--- config.mk ---
export PLATFORM = sky130hd
export DESIGN_NAME = mag_cmp_seq_flat
export DESIGN_NICKNAME = d
export VERILOG_FILES = /design/src/rtl/mag_cmp_seq_if.sv /design/src/rtl/mag_cmp_seq.sv /design/src/flat_wrapper.sv
export SDC_FILE = /design/constraint.sdc
export NUM_CORES = 1
export LEC_CHECK = 0
export CORE_MARGIN = 5
export CORE_UTILIZATION = 50
export DETAILED_ROUTE_END_ITERATION = 7
export GPL_ROUTABILITY_DRIVEN = 0
export PLACE_DENSITY_LB_ADDON = 0.08
export SLEW_MARGIN = 10
export SYNTH_ARGS = -nofsm -noshare
export SYNTH_HDL_FRONTEND = slang
export SYNTH_SLANG_ARGS = --single-unit
--- constraint.sdc ---
create_clock -name clk -period 5.56 [get_ports clk]
set_input_delay 1.112 -clock clk [delete_from_list [all_inputs] [get_ports clk]]
set_output_delay 1.112 -clock clk [all_outputs]
set_load 0.01 [all_outputs]
--- src/rtl/mag_cmp_seq_if.sv ---
// Operand/result handshake bundle for mag_cmp_seq.
//   in_valid/in_ready : operand handshake (a, b, signed_mode travel with it)
//   out_valid/out_ready : result handshake
//   hs, ls, hi, lo, eq : condition flags, meaningful while out_valid = 1
// master = producer of operands / consumer of flags, slave = the comparator.
interface mag_cmp_seq_if #(
    parameter int WIDTH = 16
);
    logic             in_valid;
    logic             in_ready;
    logic [WIDTH-1:0] a;
    logic [WIDTH-1:0] b;
    logic             signed_mode;
    logic             out_valid;
    logic             out_ready;
    logic             hs;
    logic             ls;
    logic             hi;
    logic             lo;
    logic             eq;

    modport master (
        output in_valid, a, b, signed_mode, out_ready,
        input  in_ready, out_valid, hs, ls, hi, lo, eq
    );

    modport slave (
        input  in_valid, a, b, signed_mode, out_ready,
        output in_ready, out_valid, hs, ls, hi, lo, eq
    );
endinterface

--- src/rtl/mag_cmp_seq.sv ---
// Serial magnitude comparator: compares two WIDTH-bit operands one DIGIT-bit
// slice per cycle from the most significant slice down, unsigned or
// two's-complement, with optional exit at the first differing slice.
// Ports:
//   clk    : clock, rising edge
//   rst_n  : asynchronous active-low reset
//   bus    : mag_cmp_seq_if slave (operand and result handshakes, flags)
//   busy   : state is not IDLE
module mag_cmp_seq #(
    parameter int WIDTH      = 16,
    parameter int DIGIT      = 4,
    parameter int EARLY_EXIT = 1
) (
    input  logic         clk,
    input  logic         rst_n,
    mag_cmp_seq_if.slave bus,
    output logic         busy
);
    localparam int NDIG = WIDTH / DIGIT;
    localparam int IDXW = (NDIG > 1) ? $clog2(NDIG) : 1;

    typedef enum logic [1:0] {IDLE, CMP, DONE} state_t;

    state_t            state_reg, state_next;
    logic [IDXW-1:0]   idx_reg;
    logic [WIDTH-1:0]  a_reg, b_reg;
    logic              sm_reg;
    logic              gt_reg, lt_reg;   // first difference seen during a full scan
    logic              hs_reg, ls_reg, hi_reg, lo_reg, eq_reg;

    logic [DIGIT-1:0]  a_sl [NDIG];
    logic [DIGIT-1:0]  b_sl [NDIG];
    logic [DIGIT-1:0]  top_mask, sa, sb;
    logic              slice_gt, slice_lt, found;
    logic              gt_next, lt_next;
    logic              accept, finish;

    generate
        for (genvar gi = 0; gi < NDIG; gi++) begin : g_slice
            assign a_sl[gi] = a_reg[gi*DIGIT +: DIGIT];
            assign b_sl[gi] = b_reg[gi*DIGIT +: DIGIT];
        end
    endgenerate

    always_comb begin
        // Signed compare: flipping the sign bit of the top slice maps
        // two's-complement ordering onto unsigned ordering.
        top_mask = '0;
        if (sm_reg && (idx_reg == IDXW'(NDIG - 1)))
            top_mask[DIGIT-1] = 1'b1;
        sa       = a_sl[idx_reg] ^ top_mask;
        sb       = b_sl[idx_reg] ^ top_mask;
        slice_gt = (sa > sb);
        slice_lt = (sa < sb);
        // Only the most significant difference decides the result.
        found    = gt_reg | lt_reg;
        gt_next  = found ? gt_reg : slice_gt;
        lt_next  = found ? lt_reg : slice_lt;

        state_next = state_reg;
        accept     = 1'b0;
        finish     = 1'b0;
        case (state_reg)
            IDLE: begin
                if (bus.in_valid) begin
                    accept     = 1'b1;
                    state_next = CMP;
                end
            end
            CMP: begin
                if (((EARLY_EXIT != 0) && (slice_gt || slice_lt)) || (idx_reg == '0)) begin
                    finish     = 1'b1;
                    state_next = DONE;
                end
            end
            DONE: begin
                if (bus.out_ready)
                    state_next = IDLE;
            end
            default: state_next = IDLE;
        endcase
    end

    always_ff @(posedge clk or negedge rst_n) begin
        if (!rst_n)
            state_reg <= IDLE;
        else
            state_reg <= state_next;
    end

    always_ff @(posedge clk or negedge rst_n) begin
        if (!rst_n) begin
            idx_reg <= '0;
            a_reg   <= '0;
            b_reg   <= '0;
            sm_reg  <= 1'b0;
            gt_reg  <= 1'b0;
            lt_reg  <= 1'b0;
            hs_reg  <= 1'b0;
            ls_reg  <= 1'b0;
            hi_reg  <= 1'b0;
            lo_reg  <= 1'b0;
            eq_reg  <= 1'b0;
        end else if (accept) begin
            a_reg   <= bus.a;
            b_reg   <= bus.b;
            sm_reg  <= bus.signed_mode;
            idx_reg <= IDXW'(NDIG - 1);
            gt_reg  <= 1'b0;
            lt_reg  <= 1'b0;
        end else if (state_reg == CMP) begin
            gt_reg <= gt_next;
            lt_reg <= lt_next;
            if (finish) begin
                // Flags only ever change here, so they stay frozen in DONE.
                hi_reg <= gt_next;
                lo_reg <= lt_next;
                eq_reg <= ~gt_next & ~lt_next;
                hs_reg <= gt_next | (~gt_next & ~lt_next);
                ls_reg <= lt_next | (~gt_next & ~lt_next);
            end else begin
                idx_reg <= idx_reg - 1'b1;
            end
        end
    end

    assign bus.in_ready  = (state_reg == IDLE);
    assign bus.out_valid = (state_reg == DONE);
    assign bus.hs        = hs_reg;
    assign bus.ls        = ls_reg;
    assign bus.hi        = hi_reg;
    assign bus.lo        = lo_reg;
    assign bus.eq        = eq_reg;
    assign busy          = (state_reg != IDLE);
endmodule

--- src/flat_wrapper.sv ---
// flat-port wrapper written by rule: the top's interface ports become plain ports
module mag_cmp_seq_flat 
#(
    parameter int WIDTH      = 16,
    parameter int DIGIT      = 4,
    parameter int EARLY_EXIT = 1
)
  (clk, rst_n, busy, bus_in_valid, bus_a, bus_b, bus_signed_mode, bus_out_ready, bus_in_ready, bus_out_valid, bus_hs, bus_ls, bus_hi, bus_lo, bus_eq);
  mag_cmp_seq_if #(.WIDTH(WIDTH)) bus_i ();
  input  logic clk;
  input  logic rst_n;
  output logic busy;
  input wire logic [$bits(bus_i.in_valid)-1:0] bus_in_valid;
  input wire logic [$bits(bus_i.a)-1:0] bus_a;
  input wire logic [$bits(bus_i.b)-1:0] bus_b;
  input wire logic [$bits(bus_i.signed_mode)-1:0] bus_signed_mode;
  input wire logic [$bits(bus_i.out_ready)-1:0] bus_out_ready;
  output wire logic [$bits(bus_i.in_ready)-1:0] bus_in_ready;
  output wire logic [$bits(bus_i.out_valid)-1:0] bus_out_valid;
  output wire logic [$bits(bus_i.hs)-1:0] bus_hs;
  output wire logic [$bits(bus_i.ls)-1:0] bus_ls;
  output wire logic [$bits(bus_i.hi)-1:0] bus_hi;
  output wire logic [$bits(bus_i.lo)-1:0] bus_lo;
  output wire logic [$bits(bus_i.eq)-1:0] bus_eq;
  assign bus_i.in_valid = bus_in_valid;
  assign bus_i.a = bus_a;
  assign bus_i.b = bus_b;
  assign bus_i.signed_mode = bus_signed_mode;
  assign bus_i.out_ready = bus_out_ready;
  assign bus_in_ready = bus_i.in_ready;
  assign bus_out_valid = bus_i.out_valid;
  assign bus_hs = bus_i.hs;
  assign bus_ls = bus_i.ls;
  assign bus_hi = bus_i.hi;
  assign bus_lo = bus_i.lo;
  assign bus_eq = bus_i.eq;
  mag_cmp_seq #(.WIDTH(WIDTH), .DIGIT(DIGIT), .EARLY_EXIT(EARLY_EXIT)) u_core (.clk(clk), .rst_n(rst_n), .bus(bus_i), .busy(busy));
endmodule
Yosys cells after proc, flatten, opt, wreduce, memory -nomap -nowiden. Index checks and enable logic that the tools add are counted.

Flip-flop bits (word level): 44. Bits of input ports: 37. Output and inout bits: 8. Logic and storage cells: 67.

Add/subtract/negate cells: 1. Magnitude comparators: 3. Eq/ne operators: 7. Mux-type cells: 24. Bitwise gates (word level): 10. Reduce and logical (&&, ||, !) cells: 10.

Operator list (count): binary-select mux 4 bit (select 2 bit) (2); two-way mux 4 bit (4); two-way mux 2 bit (6); two-way mux 1 bit (11); XOR 4 bit (2); case mux 2 bit (3 select lines) (1); AND reduction 3 bit (2); equality test 2 bit (second input constant) (2); > comparator 4 bit (1); logical NOT 2 bit (2); less-than comparator 4 bit (1); inequality test 2 x 1 -> 1 bit (second input constant) (2); inequality test 2 bit (second input constant) (2); nonzero test 2 bit (2); >= comparator 3 bit (second input constant) (1); inverter 1 bit (3); inverter 2 -> 3 bit (1); OR 1 bit (3); equality test 2 x 1 -> 1 bit (second input constant) (1); logical OR 1 bit (2); AND reduction 2 bit (1); subtractor 2 x 1 -> 2 bit (second input constant) (1); AND 1 bit (1); logical AND 1 bit (1).

Longest topological paths before layout. Gate-level depths: netlist of run 1.

Depth after elaboration: 13. Depth in mapped cells: 8. Depth with buffers taken out: 8.

Worst setup path after synthesis of run 1. No wires, ideal clock.

Path kind: flip-flop to flip-flop. Start point: register u_core.idx_reg[0]. End point: register u_core.lo_reg, in the netlist u_core.bus.lo. Setup time: 0.125 ns. Arrival time: 2.643 ns. Required time: 5.435 ns. Slack: 2.792 ns. Cell stages (with the launch flop): 9. Path buffers: 1. Period minus slack after synthesis: 2.768 ns. Path through: dfrtp_1 -> buf_2 -> mux4_2 -> xnor2_1 -> ha_1 -> a21o_4 -> o311a_4 -> nor2_8 -> mux2_4.

Cells in the longest elaborated chain, start to end: 11. Elaborated cells between the ends (all ways): 21. Those cells by class: 2 x order compare; 1 x eq/ne; 10 x mux; 3 x bitwise; 5 x reduce/logical.

Ends and longest elaborated chain: start: declaration (line mag_cmp_seq.sv:25) `logic [IDXW-1:0] idx_reg;`; start signal: assignment (line mag_cmp_seq.sv:108) `idx_reg <= IDXW'(NDIG - 1);`; start signal: assignment (line mag_cmp_seq.sv:122) `idx_reg <= idx_reg - 1'b1;`; inverter 2 -> 3 bit (not written as such) (line mag_cmp_seq.sv:51, mag_cmp_seq.sv:52); binary-select mux 4 bit (select 2 bit) (on tied branches) (line mag_cmp_seq.sv:51, mag_cmp_seq.sv:52); two-way mux 4 bit (on tied branches) (2 in a row) (line mag_cmp_seq.sv:51, mag_cmp_seq.sv:52); XOR 4 bit (on tied branches) (line mag_cmp_seq.sv:51, mag_cmp_seq.sv:52); > comparator 4 bit / less-than comparator 4 bit (equally long branches) (line mag_cmp_seq.sv:53, mag_cmp_seq.sv:54); logical OR 1 bit (2 in a row) (line mag_cmp_seq.sv:71) `if (((EARLY_EXIT != 0) && (slice_gt || slice_lt)) || (idx_reg == '0)) begin`; two-way mux 1 bit (line mag_cmp_seq.sv:71); two-way mux 1 bit (line mag_cmp_seq.sv:63) `case (state_reg)`; AND reduction 3 bit (no source line); end signal: assignment (line mag_cmp_seq.sv:117) `lo_reg <= lt_next;`; end: declaration (line mag_cmp_seq.sv:29) `logic hs_reg, ls_reg, hi_reg, lo_reg, eq_reg;`.

Several ways; a longest one is shown, not always the timed one. The select of a mux whose other input is x is not followed. A chain may end at the register's enable or synchronous reset.

Worst setup path after layout of run 1. Same ends and word-level chain as after synthesis.

==> results of run 1 <==
[report_power, final]
group	internal [mW]	switching, mW	leakage [nW]
Clock	0.147	0.110	0.0614
Sequential	0.473	0.0907	0.516
Combinational	0.421	0.349	0.616
Total	1.04	0.550	1.19
[cell families (layout without fill, tap and decap cells)]
group | count (synthesis) | after routing | synth area share [%]
mux | 45 | 45 | 28.1
compound gates | 17 | 17 | 6.37
buf+inv | 16 | 63 | 3.86
xor+xnor | 2 | 2 | 0.819
fa+ha+maj | 6 | 6 | 3.51
flops | 44 | 44 | 51.5
simple gates | 20 | 20 | 5.85
[final cells by class]
cell class | count | area [µm²] | area share [%]
Clock inverter | 2 | 38.8 | 1.43
Inverter | 10 | 37.5 | 1.38
Timing Repair Buffer | 45 | 443 | 16.3
Sequential cell | 44 | 1100 | 40.5
Tap cell | 50 | 62.6 | 2.30
Clock buffer | 6 | 82.6 | 3.03
Multi-Input combinational cell | 90 | 956 | 35.1
[final timing paths]
path                                                end  cells after the start                     startpoint  slack [ns]
min in group asynchronous     u_core.sm_reg$_DFFE_PN0P_                      1                          rst_n        0.96
max in group asynchronous   u_core.b_reg[9]$_DFFE_PN0P_                      1                          rst_n        4.01
hold / removal             u_core.a_reg[13]$_DFFE_PN0P_                      1   u_core.a_reg[13]$_DFFE_PN0P_        0.49
setup reg to reg              u_core.bus.lo$_DFFE_PN0P_                      7  u_core.idx_reg[0]$_DFFE_PN0P_        2.57
setup / recovery              u_core.bus.lo$_DFFE_PN0P_                      7  u_core.idx_reg[0]$_DFFE_PN0P_        2.57
hold reg to reg            u_core.a_reg[13]$_DFFE_PN0P_                      1   u_core.a_reg[13]$_DFFE_PN0P_        0.49
[metal layers]
layer  vias to the layer above  track usage [%]
met5                         -                0
met4                         0             6.41
met3                        11             4.35
met2                        36             24.8
met1                       638             19.5
li1                        634                -
[per-stage QoR]
| step | setup WS (ns) | instance area [µm²] | util (%) |
|---|---|---|---|
| floorplan | 2.79 | 2140 | - |
| CTS | 2.53 | 2720 | 66.6 |
| global route | 2.42 | 2720 | 66.6 |
| global placement | 2.59 | 2600 | 63.6 |
| detailed placement | 2.55 | 2600 | 63.6 |
| finish | 2.57 | 2720 | 66.6 |
[cells in the mapped netlist (2+ instances only)]
library cell and instances:
mux2_1 30, mux2_2 3, o31ai_1 2, mux4_2 8, nor2b_1 3, nand4_1 2, mux2_4 2, ha_1 6
o21ai_0 3, nor2_1 7, buf_2 3, buf_6 2, inv_1 10, mux2i_1 2, a2bb2oi_1 2, dfrtp_1 44
o21ai_1 2, nand2b_1 2, a21oi_1 2
[critical path, stage by stage (launching register included)]
cell and delay (ns):
dfrtp_1 0.73, mux4_2 0.59, xnor2_1 0.14, ha_1 0.35, a21o_4 0.27, o311a_4 0.35
nor2_8 0.13, mux2_4 0.31
==> flow_metrics.env, run 1 <==
export IMPL_outcome="finished, final reports clean"
export IMPL_synth_fp_nets=193
export IMPL_drive_above_1_share_pct=14.2
export IMPL_insertion_delay_ns=0.30
export IMPL_grt_pass1_wl_um=6490
export IMPL_synth_top_flop_cell="dfrtp_1"
export IMPL_dieWidth_um=75.4
export IMPL_antenna_found_initial=0
export IMPL_nFillCells=311
export IMPL_grt_usage_pct=15.4
export IMPL_yosysSeqAreaShare_pct=51.5
export IMPL_drt_initial_drc_count=41
export IMPL_fin_nets=239
export IMPL_max_vdd_ir_drop_mv=0.253
export IMPL_totalWireLength_um=4040
export IMPL_final_cell_mix="dfrtp_1, clkdlybuf4s50_1, mux2_1"
export IMPL_timing_final_crit_share_pct=53.7
export IMPL_p_per_area_nw_per_um2=584
export IMPL_syn_inst=150
export IMPL_io_buffers=44
export IMPL_diodes=0
export IMPL_cp_arrival_ns=3.17
export IMPL_cts_tree="done"
export IMPL_hold_ws_ns=0.489
export IMPL_syn_to_final_growth_pct=27.2
export IMPL_wl_met2_um=1960
export IMPL_fin_tns_setup_ns=0
export IMPL_viasPerCell=5.34
export IMPL_htree_num_levels=2
export IMPL_totalPowerFinal_mw=1.59
export IMPL_top_layer_used="met4"
export IMPL_synth_top_cell_by_area="dfrtp_1"
export IMPL_yosysWarnings=0
export IMPL_final_common_cell="dfrtp_1"
export IMPL_ys_types=34
export IMPL_avgSynthCellArea_um2=14.3
export IMPL_firstDrtPassIters=4
export IMPL_cts_sinks=44
export IMPL_worstMarginPinSlew_ns=0.950
export IMPL_wl_met3_um=232
export IMPL_holdBufCountCts=0
export IMPL_timing_max_slew_rel_slack_pct=36.7
export IMPL_maxSlewViolCount=0
export IMPL_wl_per_cell_um=16.4
export IMPL_clock_path_buffers=2
export IMPL_critPathRequiredTime_ns=5.74
export IMPL_die_h_um=75.4
export IMPL_critPathKind="register to register"
export IMPL_synth_cell_area_um2=2140
export IMPL_final_antenna_net_count=0
export IMPL_clk_pin_slew_ns=0.08
export IMPL_cts_made_buffers=5
export IMPL_cts_resized=0
export IMPL_root_buffer="clkbuf_8"
export IMPL_m1WireLength_um=1760
export IMPL_cts_setup_buffers=0
export IMPL_core_region_area_um2=4090
export IMPL_drc=0
export IMPL_detailed_place_hpwl_um=2970
export IMPL_place_inst=239
export IMPL_rsz0062_at_grt="false"
export IMPL_maxCapViolCount=0
export IMPL_design_die_area_um2=5690
export IMPL_setup_viol=0
export IMPL_async_flop_share_pct=100
export IMPL_io_pins=45
export IMPL_path_max_fanout=12
export IMPL_fmax_mhz=335
export IMPL_critPathCaptureType="register"
export IMPL_hold_path_class="register to register"
export IMPL_synth_seq_cells=44
export IMPL_grt_overflow=0
export IMPL_initial_core_util_pct=52.4
export IMPL_grt_max_degree=45
export IMPL_critPathLaunchType="register"
export IMPL_clock_skew_ns=0.00463
export IMPL_synth_top_cell_area_share_pct=51.5
export IMPL_grt_pass1_vias=1390
export IMPL_finalCriticalPeriod_ns=2.99
export IMPL_synth_edf_count=0
export IMPL_hold_viol_final=0
export IMPL_num_vias=1319
export IMPL_power_leakage_nw=1.19
export IMPL_layoutNonFillerInstCount=247
export IMPL_synthTopCellsByArea="dfrtp_1, mux2_1, mux4_2"
export IMPL_std_cell_rows=23
Power figures use the tool's default switching activity.
==> run 2: changes to the inputs <==
CORE_UTILIZATION = 46   (was 50)
clock period = 2.6 ns   (was 5.56 ns; I/O delays follow)
==> flow_metrics.env, run 2 (same netlist as run 1, synthesis figures left out) <==
export IMPL_detailed_place_hpwl_um=3130
export IMPL_firstDrtPassIters=4
export IMPL_io_buffers=44
export IMPL_seqPwrFrac_pct=34.2
export IMPL_clock_skew_ns=0.00549
export IMPL_critPathKind="register to register"
export IMPL_grt_pass1_vias=1487
export IMPL_antenna_found_initial=0
export IMPL_io_pins=45
export IMPL_place_inst=249
export IMPL_die_h_um=78.2
export IMPL_critPathRequiredTime_ns=2.81
export IMPL_num_vias=1374
export IMPL_diodes=0
export IMPL_grt_overflow=0
export IMPL_root_buffer="clkbuf_8"
export IMPL_initial_core_util_pct=48.1
export IMPL_multiInputGateArea_um2=968
export IMPL_syn_to_final_growth_pct=29.5
export IMPL_viasPerCell=5.37
export IMPL_critPathLaunchType="register"
export IMPL_design_die_area_um2=6120
export IMPL_final_cell_mix="clkdlybuf4s50_1, dfrtp_1, mux2_1"
export IMPL_finalCriticalPeriod_ns=2.49
export IMPL_htree_num_levels=2
export IMPL_clock_path_buffers=2
export IMPL_totalWireLength_um=4080
export IMPL_reg2reg_slack_ns=0.11
export IMPL_fin_tns_setup_ns=0
export IMPL_p_int_mw=2.29
export IMPL_power_frac_comb_pct=54.7
export IMPL_cts_made_buffers=5
export IMPL_fin_nets=247
export IMPL_std_cell_rows=24
export IMPL_hold_viol_final=0
export IMPL_dieWidth_um=78.2
export IMPL_wl_per_cell_um=16.0
export IMPL_insertion_delay_ns=0.29
export IMPL_hold_path_class="input port to asynchronous set/reset pin"
export IMPL_maxSlewViolCount=0
export IMPL_timing_max_slew_rel_slack_pct=35.3
export IMPL_cts_sinks=44
export IMPL_cts_setup_buffers=0
export IMPL_max_vdd_ir_drop_mv=0.499
export IMPL_worstMarginPinSlew_ns=0.970
export IMPL_nFillCells=344
export IMPL_core_region_area_um2=4440
export IMPL_p_per_area_nw_per_um2=1260
export IMPL_holdBufCountCts=0
export IMPL_drc=0
export IMPL_fmax_mhz=401
export IMPL_final_seq_area_um2=1100
export IMPL_drt_initial_drc_count=46
export IMPL_path_max_fanout=5
export IMPL_cp_arrival_ns=2.70
export IMPL_grt_max_degree=45
export IMPL_setup_viol=0
export IMPL_drive_above_1_share_pct=17.6
export IMPL_cts_tree="done"
export IMPL_rsz0062_at_grt="false"
export IMPL_power_leakage_nw=1.22
export IMPL_critPathCaptureType="register"
export IMPL_clockPowerShare_pct=11.1
export IMPL_timing_final_crit_share_pct=95.9
export IMPL_maxCapViolCount=0
export IMPL_switching_share_pct=34.5
export IMPL_grt_pass1_wl_um=6840
export IMPL_clk_pin_slew_ns=0.08
export IMPL_grt_usage_pct=14.3
export IMPL_outcome="finished, final reports clean"
export IMPL_totalPowerFinal_mw=3.50
export IMPL_layoutNonFillerInstCount=256
export IMPL_p_sw_mw=1.21
export IMPL_final_antenna_net_count=0
## run 2: changes by cell type in the layout (fill, tap and decap cells not counted), sizes merged
cell	before	now
buf	2	10
bufinv	1	0
## run 2: critical path, cell delays in order (launching register included)
cell and delay (ns):
dfrtp_2 0.43, mux4_2 0.52, xor2_1 0.16, ha_1 0.32, a21o_4 0.21, o311a_4 0.34
buf_4 0.15, nand2b_2 0.10, mux2i_1 0.20
## run 2: power by group through the flow
| stage | registers [mW] | clock network [mW] | logic (mW) |
|---|---|---|---|
| after CTS | 1.20 | 0.412 | 1.90 |
| after global routing | 1.24 | 0.430 | 2.10 |
| after floorplan | 1.15 | 0 | 1.29 |
| after global placement | 1.20 | 0 | 1.81 |
| after detailed placement | 1.21 | 0 | 1.89 |
| final | 1.20 | 0.388 | 1.91 |
## run 2: final timing paths
path / start / endpoint / cells past startpoint
setup / recovery: u_core.idx_reg[0]$_DFFE_PN0P_ / u_core.idx_reg[1]$_DFFE_PN0P_ / 8
hold / removal: rst_n / u_core.b_reg[9]$_DFFE_PN0P_ / 1
setup reg to reg: u_core.idx_reg[0]$_DFFE_PN0P_ / u_core.idx_reg[1]$_DFFE_PN0P_ / 8
hold reg to reg: u_core.a_reg[1]$_DFFE_PN0P_ / u_core.a_reg[1]$_DFFE_PN0P_ / 1
max in group asynchronous: rst_n / u_core.idx_reg[0]$_DFFE_PN0P_ / 1
min in group clk: u_core.a_reg[1]$_DFFE_PN0P_ / u_core.a_reg[1]$_DFFE_PN0P_ / 1
## run 2: cell type report
cell class / count / area share, %
Tap cell: 52 / 2.35
Clock buffer: 6 / 2.62
Clock inverter: 1 / 0.181
Inverter: 10 / 1.36
Multi-Input combinational cell: 90 / 35.0
Sequential cell: 44 / 39.8
Timing Repair Buffer: 53 / 18.7
## run 2: per-stage QoR
| step | util [%] | setup slack, ns | hold slack [ns] | cell area (µm²) |
|---|---|---|---|---|
| floorplan | - | -0.0289 | 0.224 | 2150 |
| global placement | 60.2 | 0.0726 | 0.464 | 2680 |
| detailed placement | 60.2 | 0.0164 | 0.474 | 2680 |
| CTS | 62.0 | 0.0521 | 0.409 | 2750 |
| global route | 62.3 | 0.00577 | 0.465 | 2770 |
| finish | 62.3 | 0.106 | 0.387 | 2770 |
## run 2: timing repair
item                       in CTS  in global routing
pin swaps                       0                  0
setup endpoints to repair       1                  5
hold endpoints to repair        0                  0
gates resized for setup         1                  2
## run 2: layer usage
layer  global-route usage (%)  wire (µm)
met5                        0          0
met4                     5.42         57
met3                     4.35        226
met2                     22.9       2030
met1                     18.4       1770
